--- src/rtl/mem_req_responder.sv ---
// mem_req_responder: target side of the packed {addr, data, wr} memory-request
// interface. Requests land in a small FIFO, are serviced one at a time against
// a byte-wide register store, and each produces exactly one response. Writes
// into the low region [0, lock_top_i] are refused while lock_i is set.
module mem_req_responder #(
    parameter int DEPTH  = 16,
    parameter int QDEPTH = 2
) (
    input  logic        clk_i,
    input  logic        rst_ni,
    input  logic        req_valid_i,
    output logic        req_ready_o,
    input  logic [16:0] req_i,
    input  logic        lock_i,
    input  logic [7:0]  lock_top_i,
    output logic        rsp_valid_o,
    input  logic        rsp_ready_i,
    output logic [7:0]  rsp_data_o,
    output logic        rsp_wr_o,
    output logic        rsp_err_o
);

    // Pointer width is forced to at least one bit so a single-entry queue still
    // has a legal (constant-zero) pointer.
    localparam int PTR_W = (QDEPTH > 1) ? $clog2(QDEPTH) : 1;
    localparam int CNT_W = $clog2(QDEPTH + 1);
    localparam int IDX_W = (DEPTH > 1) ? $clog2(DEPTH) : 1;

    localparam logic [PTR_W-1:0] PTR_LAST  = PTR_W'(QDEPTH - 1);
    localparam logic [CNT_W-1:0] CNT_FULL  = CNT_W'(QDEPTH);
    // Nine bits so DEPTH=256 is representable and never flags a range error.
    localparam logic [8:0]       DEPTH_LIM = 9'(DEPTH);

    typedef enum logic [1:0] {
        IDLE   = 2'd0,
        ACCESS = 2'd1,
        RESP   = 2'd2
    } state_e;

    state_e            state_q, state_d;

    logic [16:0]       queue_q [QDEPTH];
    logic [16:0]       queue_d [QDEPTH];
    logic [PTR_W-1:0]  rd_ptr_q, rd_ptr_d;
    logic [PTR_W-1:0]  wr_ptr_q, wr_ptr_d;
    logic [CNT_W-1:0]  count_q, count_d;

    logic [16:0]       work_q, work_d;

    logic [7:0]        rsp_data_q, rsp_data_d;
    logic              rsp_wr_q, rsp_wr_d;
    logic              rsp_err_q, rsp_err_d;

    logic [7:0]        mem_q [DEPTH];
    logic [7:0]        mem_d [DEPTH];

    logic              push;
    logic              pop;
    logic              queue_empty;

    logic [7:0]        work_addr;
    logic [7:0]        work_data;
    logic              work_wr;
    logic [IDX_W-1:0]  mem_idx;
    logic              range_err;
    logic              lock_err;
    logic              acc_err;

    assign queue_empty = (count_q == '0);
    assign push        = req_valid_i && req_ready_o;

    assign work_addr = work_q[16:9];
    assign work_data = work_q[8:1];
    assign work_wr   = work_q[0];
    assign mem_idx   = work_addr[IDX_W-1:0];

    assign range_err = ({1'b0, work_addr} >= DEPTH_LIM);
    assign lock_err  = work_wr && lock_i && (work_addr <= lock_top_i);
    assign acc_err   = range_err || lock_err;

    // State register plus every other flop; reset drops queued and in-flight work
    // and clears the whole store.
    always_ff @(posedge clk_i) begin
        if (!rst_ni) begin
            state_q    <= IDLE;
            rd_ptr_q   <= '0;
            wr_ptr_q   <= '0;
            count_q    <= '0;
            work_q     <= '0;
            rsp_data_q <= '0;
            rsp_wr_q   <= 1'b0;
            rsp_err_q  <= 1'b0;
            for (int i = 0; i < QDEPTH; i++) begin
                queue_q[i] <= '0;
            end
            for (int i = 0; i < DEPTH; i++) begin
                mem_q[i] <= '0;
            end
        end else begin
            state_q    <= state_d;
            rd_ptr_q   <= rd_ptr_d;
            wr_ptr_q   <= wr_ptr_d;
            count_q    <= count_d;
            work_q     <= work_d;
            rsp_data_q <= rsp_data_d;
            rsp_wr_q   <= rsp_wr_d;
            rsp_err_q  <= rsp_err_d;
            for (int i = 0; i < QDEPTH; i++) begin
                queue_q[i] <= queue_d[i];
            end
            for (int i = 0; i < DEPTH; i++) begin
                mem_q[i] <= mem_d[i];
            end
        end
    end

    // Next-state logic; also decides when the queue head is popped into the working register.
    always_comb begin
        state_d = state_q;
        pop     = 1'b0;
        case (state_q)
            IDLE: begin
                if (!queue_empty) begin
                    pop     = 1'b1;
                    state_d = ACCESS;
                end
            end
            ACCESS: begin
                state_d = RESP;
            end
            RESP: begin
                if (rsp_ready_i) begin
                    if (!queue_empty) begin
                        pop     = 1'b1;
                        state_d = ACCESS;
                    end else begin
                        state_d = IDLE;
                    end
                end
            end
            default: begin
                state_d = IDLE;
            end
        endcase
    end

    // Request FIFO bookkeeping: push at the tail, pop the head into the working register.
    always_comb begin
        for (int i = 0; i < QDEPTH; i++) begin
            queue_d[i] = queue_q[i];
        end
        wr_ptr_d = wr_ptr_q;
        rd_ptr_d = rd_ptr_q;
        count_d  = count_q;
        work_d   = work_q;

        if (push) begin
            queue_d[wr_ptr_q] = req_i;
            wr_ptr_d = (wr_ptr_q == PTR_LAST) ? '0 : wr_ptr_q + 1'b1;
        end

        if (pop) begin
            work_d   = queue_q[rd_ptr_q];
            rd_ptr_d = (rd_ptr_q == PTR_LAST) ? '0 : rd_ptr_q + 1'b1;
        end

        case ({push, pop})
            2'b10:   count_d = count_q + 1'b1;
            2'b01:   count_d = count_q - 1'b1;
            default: count_d = count_q;
        endcase
    end

    // Service the held request in the single ACCESS cycle; reads see the pre-write store.
    always_comb begin
        for (int i = 0; i < DEPTH; i++) begin
            mem_d[i] = mem_q[i];
        end
        rsp_data_d = rsp_data_q;
        rsp_wr_d   = rsp_wr_q;
        rsp_err_d  = rsp_err_q;

        if (state_q == ACCESS) begin
            rsp_wr_d  = work_wr;
            rsp_err_d = acc_err;
            if (acc_err) begin
                rsp_data_d = 8'h00;
            end else if (work_wr) begin
                mem_d[mem_idx] = work_data;
                rsp_data_d     = work_data;
            end else begin
                rsp_data_d = mem_q[mem_idx];
            end
        end
    end

    // Outputs come straight from registers so they hold steady while the response stalls.
    always_comb begin
        req_ready_o = (count_q < CNT_FULL);
        rsp_valid_o = (state_q == RESP);
        rsp_data_o  = rsp_data_q;
        rsp_wr_o    = rsp_wr_q;
        rsp_err_o   = rsp_err_q;
    end

endmodule

--- config.mk ---
export PLATFORM = sky130hd
export DESIGN_NAME = mem_req_responder
export DESIGN_NICKNAME = d
export VERILOG_FILES = /design/src/rtl/mem_req_responder.sv
export SDC_FILE = /design/constraint.sdc
export NUM_CORES = 1
export LEC_CHECK = 0
export ABC_AREA = 1
export ABC_CLOCK_PERIOD_IN_PS = 4700
export CORE_ASPECT_RATIO = 1.75
export CORE_MARGIN = 1.5
export CORE_UTILIZATION = 66
export CTS_CLUSTER_SIZE = 10
export DETAILED_ROUTE_END_ITERATION = 8
export PLACE_DENSITY = 0.89
export SLEW_MARGIN = 30
export SYNTH_ARGS = -nofsm -noshare
export SYNTH_HDL_FRONTEND = slang
export SYNTH_SLANG_ARGS = --single-unit
--- constraint.sdc ---
create_clock -name clk_i -period 4.7 [get_ports clk_i]
set_clock_uncertainty 0.1 [all_clocks]
set_input_delay 0.705 -clock clk_i [delete_from_list [all_inputs] [get_ports clk_i]]
set_output_delay 0.705 -clock clk_i [all_outputs]
set_load 0.005 [all_outputs]
# --- Yosys cells after proc, flatten, opt, wreduce, memory -nomap -nowiden ---
# Memory sizes are Yosys's and may differ from the RTL's. A register that Yosys moved wholly into a read port is not among the register bits.
# Cells that the tools add are included.
classes:
  n_addsub: 4
  n_mul: 0
  n_div: 0
  order_cmp: 7
  eq_ne: 6
  shift: 0
  muxes: 42
  n_bitwise: 20
  reduce_logical: 11
op_table:
  columns: ["op", "n"]
  rows:
  - ["$mux W128", 3]
  - ["$mux W8", 19]
  - ["$bwmux W128", 1]
  - ["$mux W17", 3]
  - ["$bwmux W34", 1]
  - ["$mux W34", 1]
  - ["$demux W8 S4", 1]
  - ["$or A1 B1 Y1", 18]
  - ["$demux W17 S1", 1]
  - ["$ge A8 B5 Y1 const B", 1]
  - ["$le A8 B8 Y1", 1]
  - ["$mux W1", 7]
  - ["$pmux W2 S3", 1]
  - ["$ge A5 B5 Y1 const B", 1]
  - ["$logic_and A1 B1 Y1", 5]
  - ["$lt A5 B1 Y1 const B", 1]
  - ["$not A4 Y5", 1]
  - ["$eq A2 B1 Y1 const B", 2]
  - ["$eq A2 B2 Y1 const B", 2]
  - ["$logic_not A2 Y1", 2]
  - ["$mux W2", 2]
  - ["$pmux W2 S2", 1]
  - ["$add A1 B1 Y1 const B", 2]
  - ["$add A2 B1 Y2 const B", 1]
  - ["other kinds (12)", 12]
totals:
  ff_bits: 16
  latch_bits: 0
  ramBits: 162
  mem_bits_ro: 0
  inputBits: 30
  out_inout_bits: 12
  elab_cells: 99
  n_memories: 2
mem_list:
  columns: ["name", "depth", "width", "read_ports", "rd_clocked_by_memory_dff", "wr", "line", "rtl"]
  rows:
  - ["mem_q", 16, 8, 17, 0, 16, "54", "logic [7:0] mem_q [DEPTH];"]
  - ["queue_q", 2, 17, 3, 1, 2, "42", "logic [16:0] queue_q [QDEPTH];"]

# --- Longest topological paths before layout ---
# Gate-level depths: netlist of the first run.
depth:
  word_depth: 10
  ltp_mapped: 18
  depth_no_buf: 15

# --- Worst setup path before layout of the first run ---
# No wires, ideal clock.
synth_path:
  path_kind: "input to register"
  startpoint: "in lock_top_i[7]"
  endpoint: "mem mem_q[5][1]"
  arrival_time_ps: 2197
  t_required_ps: 4486
  setup_slack_ps: 2289
  stages: 13
  cell_sequence: "inv_1 -> ha_1 -> nand2_1 -> nor2_1 -> nand2_1 -> nand2_1 -> nand2_1 -> nand2_1 -> buf_6 -> nand4_4 -> buf_2 -> o21bai_1 -> nor2_1"
synth_lines:
  columns: ["item", "line", "rtl"]
  rows:
  - ["start, declared", "15", "input logic [7:0] lock_top_i,"]
  - ["end, declared", "54", null]

==> results of run 1 <==
[kinds of logic after synthesis]
kind of cell / count (synthesis)
AND/OR/NAND/NOR: 837
buffers and inverters: 312
AO/OA/AOI/OAI: 202
flip-flops: 195
adder cells (fa/ha/maj): 9
XOR/XNOR: 1
[synthesized netlist by cell type, drive strengths merged]
cell type	number
a21oi	67
xor2	1
clkbuf	45
nand4	17
inv	223
a21o	1
clkinv	3
nand3	18
nor4	1
ha	9
a211oi	1
o21bai	41
nand2	459
buf	41
nor3	1
o21ai	88
nor2	341
a31oi	4
dfxtp	195
[final timing paths]
kind,from,endpoint,cells after the start
setup / recovery,lock_top_i[7],mem_q[2][7]$_SDFFE_PN0P_,13
hold / removal,state_q[1]$_SDFFE_PN0P_,state_q[1]$_SDFFE_PN0P_,1
setup reg to reg,work_q[9]$_SDFFE_PN0P_,mem_q[2][7]$_SDFFE_PN0P_,16
hold reg to reg,state_q[1]$_SDFFE_PN0P_,state_q[1]$_SDFFE_PN0P_,1
[layout make-up]
class,count,share of cell area
Inverter,226,0.07920
Tap cell,180,0.02103
Clock inverter,14,0.01542
Sequential cell,195,0.3646
Timing Repair Buffer,53,0.04649
Multi-Input combinational cell,1049,0.4332
Clock buffer,18,0.04007
[through the flow]
stage	worst slack [ns]	area, um^2	total power (W)	utilization
3_5_place_dp	0.9570	10120	0.003824	0.7006
4_1_cts	1.379	10710	0.005291	0.7417
5_1_grt	1.146	10710	0.005594	0.7417
2_1_floorplan	2.289	9766	0.003276	-
3_3_place_gp	1.070	10110	0.003795	0.7002
6_report	1.317	10710	0.005321	0.7417
[cells in the final DEF (no fill, tap or decap), types with 3 or more instances in the layout]
master	Yosys	layout
a21oi_1	67	67
a31oi_1	4	4
buf_4	1	13
clkbuf_16	0	17
clkdlybuf4s50_1	0	40
clkinv_1	3	3
clkinv_8	0	3
dfxtp_1	195	194
ha_1	9	9
inv_1	220	220
inv_2	3	3
inv_6	0	7
nand2_1	459	459
nand3_1	18	17
nand4_1	7	7
nand4_4	10	10
nor2_1	335	335
nor2_2	6	6
o21ai_0	88	88
o21bai_1	41	41
[flip-flops by register name (all words and copies together) (netlist names)]
signal      flops
mem_q         128
queue_q        34
work_q         17
rsp_data_o      8
count_q         2
state_q         2
rd_ptr_q        1
rsp_err_o       1
rsp_wr_o        1
wr_ptr_q        1
[critical path, cell delays in order]
cell             delay (ns)
clkdlybuf4s50_1        0.45
inv_1                  0.04
ha_1                   0.28
nand2_1                0.07
nor2_1                 0.14
nand2_1                0.07
nand2_1                0.06
nand2_1                0.08
nand2_1                0.51
nand4_1                0.71
nand2_1                0.28
nand2_1                0.10
nor2_1                 0.13
[routing by layer]
layer / routed length [um] / vias up / share of wire
li1: - / 4651 / -
met1: 9191 / 4020 / 0.38
met2: 11750 / 340 / 0.49
met3: 1280 / 109 / 0.053
met4: 1722 / 0 / 0.072
met5: 0 / - / 0
[report_power, final]
group	switching, W	internal (W)
registers	0.000293	0.00180
clock network	0.000710	0.000761
logic	0.00122	0.000540
==> impl_metrics.json, run 1 <==
{
  "numCtsBuffers": 17,
  "grt.total_usage": 0.3263,
  "hold_viol": 0,
  "num_io_pins": 42,
  "synth_top_family_by_area": "simple AND/OR/NAND/NOR gates",
  "use_met1": 0.3615,
  "slew_violations": 0,
  "syn_avg_cell_area_um2": 6.276,
  "muxShareOfSynthArea": 0,
  "syn_to_final_growth_pct": 9.686,
  "synth_cell_types": 25,
  "cts.sinks": 195,
  "criticalPathCategory": "in -> reg",
  "ant_nets": 0,
  "synth-compound-area-share": 0.1151,
  "rrSetupSlack_ns": 1.59,
  "multiInputGateArea_mm2": 0.004641,
  "powerDensity_mw_per_mm2": 496.8,
  "wl_mm": 23.94,
  "max-cap-violations": 0,
  "outcome": "completed",
  "place.gp.congestion": 0.8805,
  "gr-usage-met3": 0.05972,
  "wl_per_cell_um": 13.80,
  "fillers": 1124,
  "setup-violations-final": 0,
  "dr.pass1.iters": 5,
  "dp_cells": 1703,
  "cts_resized": 0,
  "critPathCaptureType": "flip-flop",
  "whs_ns": 0.3413,
  "rows": 58,
  "grt_pass1_wl_mm": 39.68,
  "yosysTopAreaCell": "dfxtp_1",
  "dp_hpwl_mm": 15.25,
  "nets": 1581,
  "hold_buffers": 0,
  "yosys.area_share.simple": 0.3472,
  "post_cts_buffers": 0,
  "grt_pass1_vias": 8628,
  "vdd_drop_max_mv": 0.3727,
  "vias_per_cell": 5.256,
  "clockBufferDepth": 2,
  "initialDrtViolationCount": 724,
  "drive_gt1_frac": 0.04244,
  "regArea_mm2": 0.003905,
  "rsz0062_at_grt": "no",
  "fin_cells": 1735,
  "max_freq_mhz": 295.6,
  "tns_ns": 0,
  "port_buffers": 41,
  "cp_max_fo": 16,
  "gr-usage-met2": 0.5510,
  "die-area_mm2": 0.01556,
  "syn-num-nets": 1595,
  "num_antenna_cells": 0,
  "tritoncts": "done",
  "yosys_warnings": 0,
  "grt_max_degree": 91,
  "die_w_um": 94.95,
  "core_mm2": 0.01444,
  "busiest_layer": "met2",
  "cp.arrival_ns": 3.64,
  "startpoint_type": "input port",
  "post-route-drc-count": 0,
  "netlist_instances": 1556,
  "clockRootBuffer": "clkbuf_16",
  "min_path_type": "reg -> reg",
  "synth_fa_ha_area_frac": 0.01153,
  "insertion_delay_ns": 0.43,
  "start_util": 0.6762,
  "period_needed_ns": 3.383,
  "clkTransAtPathRegs_ns": 0.08,
  "antenna_found_initial": 0,
  "yosysTopAreaCellShare": 0.3997,
  "synth_area_leaders": "dfxtp_1 (40%), nand2_1 (18%), nor2_1 (13%), inv_1 (8.5%), o21ai_0 (4.5%)",
  "htreeDepth": 4,
  "die_y_um": 163.9,
  "synth_area_mm2": 0.009766,
  "max_slew.worst_pin.slew_ns": 1.049,
  "ys_seq_elements": 195,
  "relSlewSlack": 0.2999,
  "fin_crit_sh": 0.7198,
  "synth_xor_area_frac": 0.0008969,
  "grt-ovfl-total": 0,
  "leakagePower_nw": 5.390,
  "synth_seq_area_share": 0.3997,
  "worstPathRequired_ns": 4.96,
  "vias": 9120
}
(Power assumes the default switching activity.)
==> inputs of run 2 (changes only) <==
--- a/config.mk
+++ b/config.mk
@@ -6,13 +6,13 @@
 export NUM_CORES = 1
 export LEC_CHECK = 0
 export ABC_AREA = 1
-export ABC_CLOCK_PERIOD_IN_PS = 4700
+export ABC_CLOCK_PERIOD_IN_PS = 2700
 export CORE_ASPECT_RATIO = 1.75
 export CORE_MARGIN = 1.5
-export CORE_UTILIZATION = 66
+export CORE_UTILIZATION = 55
 export CTS_CLUSTER_SIZE = 10
 export DETAILED_ROUTE_END_ITERATION = 8
-export PLACE_DENSITY = 0.89
+export PLACE_DENSITY = 0.79
 export SLEW_MARGIN = 30
 export SYNTH_ARGS = -nofsm -noshare
 export SYNTH_HDL_FRONTEND = slang
==> constraint.sdc (replaced) <==
create_clock -name clk_i -period 2.7 [get_ports clk_i]
set_clock_uncertainty 0.1 [all_clocks]
set_input_delay 0.405 -clock clk_i [delete_from_list [all_inputs] [get_ports clk_i]]
set_output_delay 0.405 -clock clk_i [all_outputs]
set_load 0.005 [all_outputs]
==> run 2 against run 1 <==
Compared with the run above: utilization shrank 11 points; register-to-register slack lost 1.2 ns; flip-flop and latch count is the same; total power grew 78%; sequential power grew 69%; worst hold slack lost 0.21 ns; critical path depth grew 1; routed wire length grew 0.43%; critical path type is now reg -> reg; global-route usage shrank 5.9 points; die area grew 19%.
==> impl_metrics.json, run 2 (synthesis gave the netlist of run 1 again) <==
{
  "syn_to_final_growth_pct": 13.20,
  "finalInstanceArea_mm2": 0.01105,
  "post_cts_buffers": 0,
  "crit_chain": "ha_1, nand2_1, inv_1, nand2_1, nand2_1, nand2_1, nand2_1, nand2_1, nand2_1, buf_12, nand3_1, nor2_1, nor2_1, nor2_1",
  "wl_per_cell_um": 13.33,
  "dr.pass1.iters": 5,
  "grt-ovfl-total": 0,
  "fin_util": 0.6332,
  "place.gp.congestion": 0.8794,
  "slowest_delay_ns": 0.55,
  "grt_max_degree": 141,
  "regArea_mm2": 0.003905,
  "cp.arrival_ns": 2.56,
  "criticalPathCategory": "reg -> reg",
  "powerDensity_mw_per_mm2": 859.1,
  "leakagePower_nw": 5.531,
  "startpoint_type": "flip-flop",
  "dp_slack_ns": -0.03812,
  "nets": 1599,
  "min_path_type": "in -> reg",
  "critPathCaptureType": "flip-flop",
  "period_needed_ns": 2.359,
  "setup-violations-final": 0,
  "fin_crit_sh": 0.8736,
  "drive_gt1_frac": 0.05340,
  "fin_cells": 1804,
  "cp_max_fo": 18,
  "critPathSlowestCell": "dfxtp_1",
  "start_util": 0.5594,
  "vdd_drop_max_mv": 0.8310,
  "largest-register": "mem_q",
  "relSlewSlack": 0.3575,
  "wl_mm": 24.05,
  "multiInputGateArea_mm2": 0.004636,
  "vias_per_cell": 5.019,
  "cp_common_cell": "nand2_1",
  "max_slew.worst_pin.slew_ns": 0.9624,
  "cts.sinks": 195,
  "insertion_delay_ns": 0.44,
  "layout_common_cells": "nand2_1 (459), nor2_1 (335), inv_1 (220)",
  "antenna_found_initial": 0,
  "initialDrtViolationCount": 580,
  "die_w_um": 103.7,
  "port_buffers": 41,
  "max-cap-violations": 0,
  "numCtsBuffers": 17,
  "grt.total_usage": 0.2671,
  "placed_cell_area_mm2": 0.01044,
  "clockRootBuffer": "clkbuf_16",
  "cts_resized": 0,
  "rsz0062_at_grt": "no",
  "die-area_mm2": 0.01859,
  "dp_cells": 1772,
  "core_mm2": 0.01746,
  "clockBufferDepth": 2,
  "largest_reg_flops": 128,
  "post-route-drc-count": 0,
  "htreeDepth": 4,
  "final_common_cell": "nand2_1",
  "fillers": 1635,
  "worstPathRequired_ns": 2.90,
  "dp_hpwl_mm": 15.71,
  "vias": 9055,
  "tns_ns": 0,
  "outcome": "completed",
  "top_regs": "mem_q: 128 flops, queue_q: 34 flops, work_q: 17 flops",
  "rows": 64,
  "hold_buffers": 0,
  "die_y_um": 179.3,
  "grt_pass1_wl_mm": 39.74,
  "slew_violations": 0,
  "fin_ws_ns": 0.3414,
  "ant_nets": 0,
  "hold_viol": 0,
  "num_antenna_cells": 0,
  "max_freq_mhz": 424.0,
  "clkTransAtPathRegs_ns": 0.07,
  "grt_pass1_vias": 8279,
  "tritoncts": "done",
  "num_io_pins": 42
}
-- run 2: through the flow --
| stage | total power (W) | hold slack, ns |
|---|---|---|
| after global placement | 0.006775 | 0.3294 |
| after global routing | 0.01004 | 0.1402 |
| final | 0.009496 | 0.1311 |
| after detailed placement | 0.006819 | 0.3346 |
| after floorplan | 0.005703 | 0.3149 |
| after CTS | 0.009511 | 0.1190 |
-- run 2: critical path, delay by kind of cell, from the launching register on --
kind / cells / cell delay (ns)
AND/OR/NAND/NOR: 11 / 1.00
flip-flops: 1 / 0.55
adder cells (fa/ha/maj): 1 / 0.33
buffers and inverters: 2 / 0.23
-- run 2: final cells by class --
class,instances,area share
clock buffer,17,0.03848
sequential,195,0.3533
timing repair buffer,71,0.06859
clock inverter,15,0.01743
inverter,226,0.07674
multi-input combinational,1049,0.4194
tap,231,0.02615
-- run 2: report_power, final --
part	switching [W]	total, W	leakage (nW)	internal [W]
sequential	0.000393	0.00353	1.58	0.00313
clock	0.00120	0.00269	0.295	0.00149
combinational	0.00222	0.00328	3.65	0.00106
total	0.00382	0.00950	5.53	0.00568
-- run 2: routing by layer --
| layer | GRT usage | routed length [um] |
|---|---|---|
| met1 | 0.2956 | 9540 |
| met2 | 0.4961 | 12500 |
| met5 | 0 | 0 |
| met3 | 0.03635 | 964 |
| met4 | 0.1412 | 1046 |
-- run 2: worst paths after layout --
kind                            cells after the start                     from                          to  slack (ns)
worst max-delay path                               14  work_q[12]$_SDFFE_PN0P_  rsp_data_o[4]$_SDFFE_PN0N_        0.34
worst min-delay path                                3                   rst_ni       wr_ptr_q$_SDFFE_PN0P_        0.13
worst max register to register                     14  work_q[12]$_SDFFE_PN0P_  rsp_data_o[4]$_SDFFE_PN0N_        0.34
worst min register to register                      1  state_q[1]$_SDFFE_PN0P_     state_q[1]$_SDFFE_PN0P_        0.34
==> inputs of run 3 (changes only) <==
--- a/config.mk
+++ b/config.mk
@@ -5,14 +5,14 @@
 export SDC_FILE = /design/constraint.sdc
 export NUM_CORES = 1
 export LEC_CHECK = 0
-export ABC_AREA = 1
 export ABC_CLOCK_PERIOD_IN_PS = 2700
 export CORE_ASPECT_RATIO = 1.75
 export CORE_MARGIN = 1.5
-export CORE_UTILIZATION = 55
+export CORE_UTILIZATION = 54
 export CTS_CLUSTER_SIZE = 10
 export DETAILED_ROUTE_END_ITERATION = 8
 export PLACE_DENSITY = 0.79
+export SKIP_CTS_REPAIR_TIMING = 1
 export SLEW_MARGIN = 30
 export SYNTH_ARGS = -nofsm -noshare
 export SYNTH_HDL_FRONTEND = slang
==> run 3 against run 2 <==
Compared with the run above: clock power down 9.7%; global-route usage down 2.2 points; cell count down 41%; routed wire length down 17%; die area down 11%; area after synthesis down 13%; via count down 31%; first-iteration DRC count down 34%; total power down 17%; sequential power down 7.4%; worst setup slack worse by 0.24 ns; cell area down 11%; largest cell class unchanged.
==> impl_metrics.json, run 3 <==
{
  "nets": 908,
  "outcome": "completed",
  "powerDensity_mw_per_mm2": 800.0,
  "vdd_drop_max_mv": 0.7997,
  "grt_max_degree": 57,
  "relSlewSlack": 0.4364,
  "wl_mm": 20.07,
  "place.gp.congestion": 0.8347,
  "cp.arrival_ns": 2.84,
  "yosysTopAreaCellShare": 0.4573,
  "synthTopCellsByCount": "nand2_1 (217), dfxtp_1 (195), mux2i_1 (145)",
  "max-cap-violations": 0,
  "cp-startpoint": "lock_top_i[2]",
  "leakagePower_nw": 4.209,
  "cp_max_fo": 8,
  "hold_viol": 0,
  "synthArstFlopShare": 0,
  "syn-num-nets": 878,
  "antenna_found_initial": 0,
  "grt_pass1_wl_mm": 31.69,
  "fin_cells": 1068,
  "post-route-drc-count": 0,
  "max_slew.worst_pin.slew_ns": 0.8437,
  "swShare": 0.3461,
  "htreeDepth": 4,
  "hp-start": "queue_q[1][4]$_SDFFE_PN0P_",
  "wl_per_cell_um": 18.79,
  "final_common_cell": "nand2_1",
  "layout_common_cells": "nand2_1 (217), dfxtp_1 (194), mux2i_1 (145)",
  "die_w_um": 98.04,
  "tritoncts": "done",
  "clockRootBuffer": "clkbuf_16",
  "synth_ff_type": "dfxtp_1",
  "cp_common_cell": "buf_12",
  "setup-violations-final": 0,
  "yosysMostFrequentCell": "nand2_1",
  "crit_buf_inv": 4,
  "clockBufferDepth": 2,
  "fin_crit_sh": 0.9623,
  "dp_cells": 1031,
  "startpoint_type": "input port",
  "synth_area_mm2": 0.008536,
  "rows": 60,
  "r2r-start": "work_q[9]$_SDFFE_PN0P_",
  "largest-register": "mem_q",
  "insertion_delay_ns": 0.43,
  "synth_seq_area_share": 0.4573,
  "top_regs": "mem_q: 128 flops, queue_q: 34 flops, work_q: 17 flops",
  "grt-ovfl-total": 0,
  "vias": 6269,
  "grt.total_usage": 0.2448,
  "start_util": 0.5546,
  "critPathCaptureType": "flip-flop",
  "seqPwrFrac": 0.416,
  "num_io_pins": 42,
  "vias_per_cell": 5.870,
  "syn_to_final_growth_pct": 14.97,
  "slew_violations": 0,
  "p_int_w": 0.005134,
  "min_path_type": "reg -> reg",
  "die_y_um": 169.3,
  "die-area_mm2": 0.01660,
  "slowest_delay_ns": 0.48,
  "core_mm2": 0.01539,
  "cts.sinks": 195,
  "dr.pass1.iters": 5,
  "ys_seq_elements": 195,
  "grt_pass1_vias": 6286,
  "max_freq_mhz": 384.9,
  "path_delay_family": "buffers and inverters",
  "clockPowerShare": 0.309,
  "drive_gt1_frac": 0.1463,
  "synth_cell_types": 43,
  "num_antenna_cells": 0,
  "p_comb_frac": 0.275,
  "port_buffers": 41,
  "initialDrtViolationCount": 380,
  "syn_avg_cell_area_um2": 10.17,
  "criticalPathCategory": "in -> reg",
  "period_needed_ns": 2.598,
  "yosys_warnings": 0,
  "dp_hpwl_mm": 13.30,
  "crit_chain": "clkdlybuf4s50_1, inv_2, ha_4, nand4_1, or2_1, and3_1, a311o_2, buf_12, buf_12, nand3_4, mux2i_1",
  "finalInstanceArea_mm2": 0.009813,
  "rsz0062_at_grt": "no",
  "netlist_instances": 839,
  "yosysTopAreaCell": "dfxtp_1",
  "placed_cell_area_mm2": 0.009130,
  "worstPathRequired_ns": 2.95,
  "fillers": 1176,
  "numCtsBuffers": 17,
  "clkTransAtPathRegs_ns": 0.07,
  "synth_edf_count": 0,
  "largest_reg_flops": 128,
  "ant_nets": 0,
  "net-switching-power_w": 0.002717,
  "synth_area_leaders": "dfxtp_1 (46%), mux2i_1 (17%), nand2_1 (9.5%), mux4_2 (8.4%), a21oi_1 (2.9%)",
  "critPathSlowestCell": "clkdlybuf4s50_1"
}
==> run 3: power groups by stage <==
stage,logic [W],clock network (W),registers (W)
floorplan,0.00161,0,0.00327
finish,0.00216,0.00243,0.00327
global placement,0.00211,0,0.00331
detailed placement,0.00213,0,0.00332
global route,0.00235,0.00257,0.00329
CTS,0.00213,0.00245,0.00325
==> run 3: final timing paths <==
kind,depth (start not counted),endpoint,slack [ns]
setup reg to reg,10,mem_q[10][6]$_SDFFE_PN0P_,0.19
hold reg to reg,2,queue_q[1][4]$_SDFFE_PN0P_,0.35
setup / recovery,11,mem_q[10][6]$_SDFFE_PN0P_,0.10
hold / removal,2,queue_q[1][4]$_SDFFE_PN0P_,0.35
==> run 3: through the flow <==
step / utilization / hold slack [ns] / setup slack, ns / setup TNS (ns) / power, W
after global routing: 0.6376 / 0.3713 / 0.002154 / 0 / 0.008214
final: 0.6376 / 0.3540 / 0.1019 / 0 / 0.007850
after detailed placement: 0.5933 / 0.3456 / -0.3588 / -32.17 / 0.005441
after global placement: 0.5933 / 0.3411 / -0.3003 / -28.76 / 0.005415
after CTS: 0.6300 / 0.3553 / 0.06251 / 0 / 0.007840
after floorplan: - / 0.3354 / 0.02289 / 0 / 0.004880
==> run 3: cells by family after synthesis <==
family | count (synthesis) | share of synthesized area
fa+ha+maj | 9 | 0.01319
simple gates | 282 | 0.1621
xor+xnor | 3 | 0.003079
mux | 177 | 0.2545
flops | 195 | 0.4573
compound gates | 99 | 0.07183
buf+inv | 74 | 0.03797
==> run 3: worst min-delay path, cell delays in order, from the launching register on <==
cell     delay (ns)
dfxtp_1        0.31
nand2_1        0.05
a21oi_1        0.05
==> run 3: layout make-up <==
type | count | area [um^2] | share of cell area
clock buffer | 19 | 452.9 | 0.04616
tap | 186 | 232.7 | 0.02372
multi-input combinational | 570 | 4349 | 0.4432
sequential | 195 | 3905 | 0.3979
timing repair buffer | 73 | 715.7 | 0.07293
inverter | 12 | 45.04 | 0.004590
clock inverter | 13 | 112.6 | 0.01148
==> run 3: per-layer routing <==
layer | track usage | part of all wire | routed length, um
met2 | 0.4480 | 0.54 | 10760
met3 | 0.04077 | 0.037 | 735
met4 | 0.1627 | 0.054 | 1085
met1 | 0.2526 | 0.37 | 7491
met5 | 0 | 0 | 0
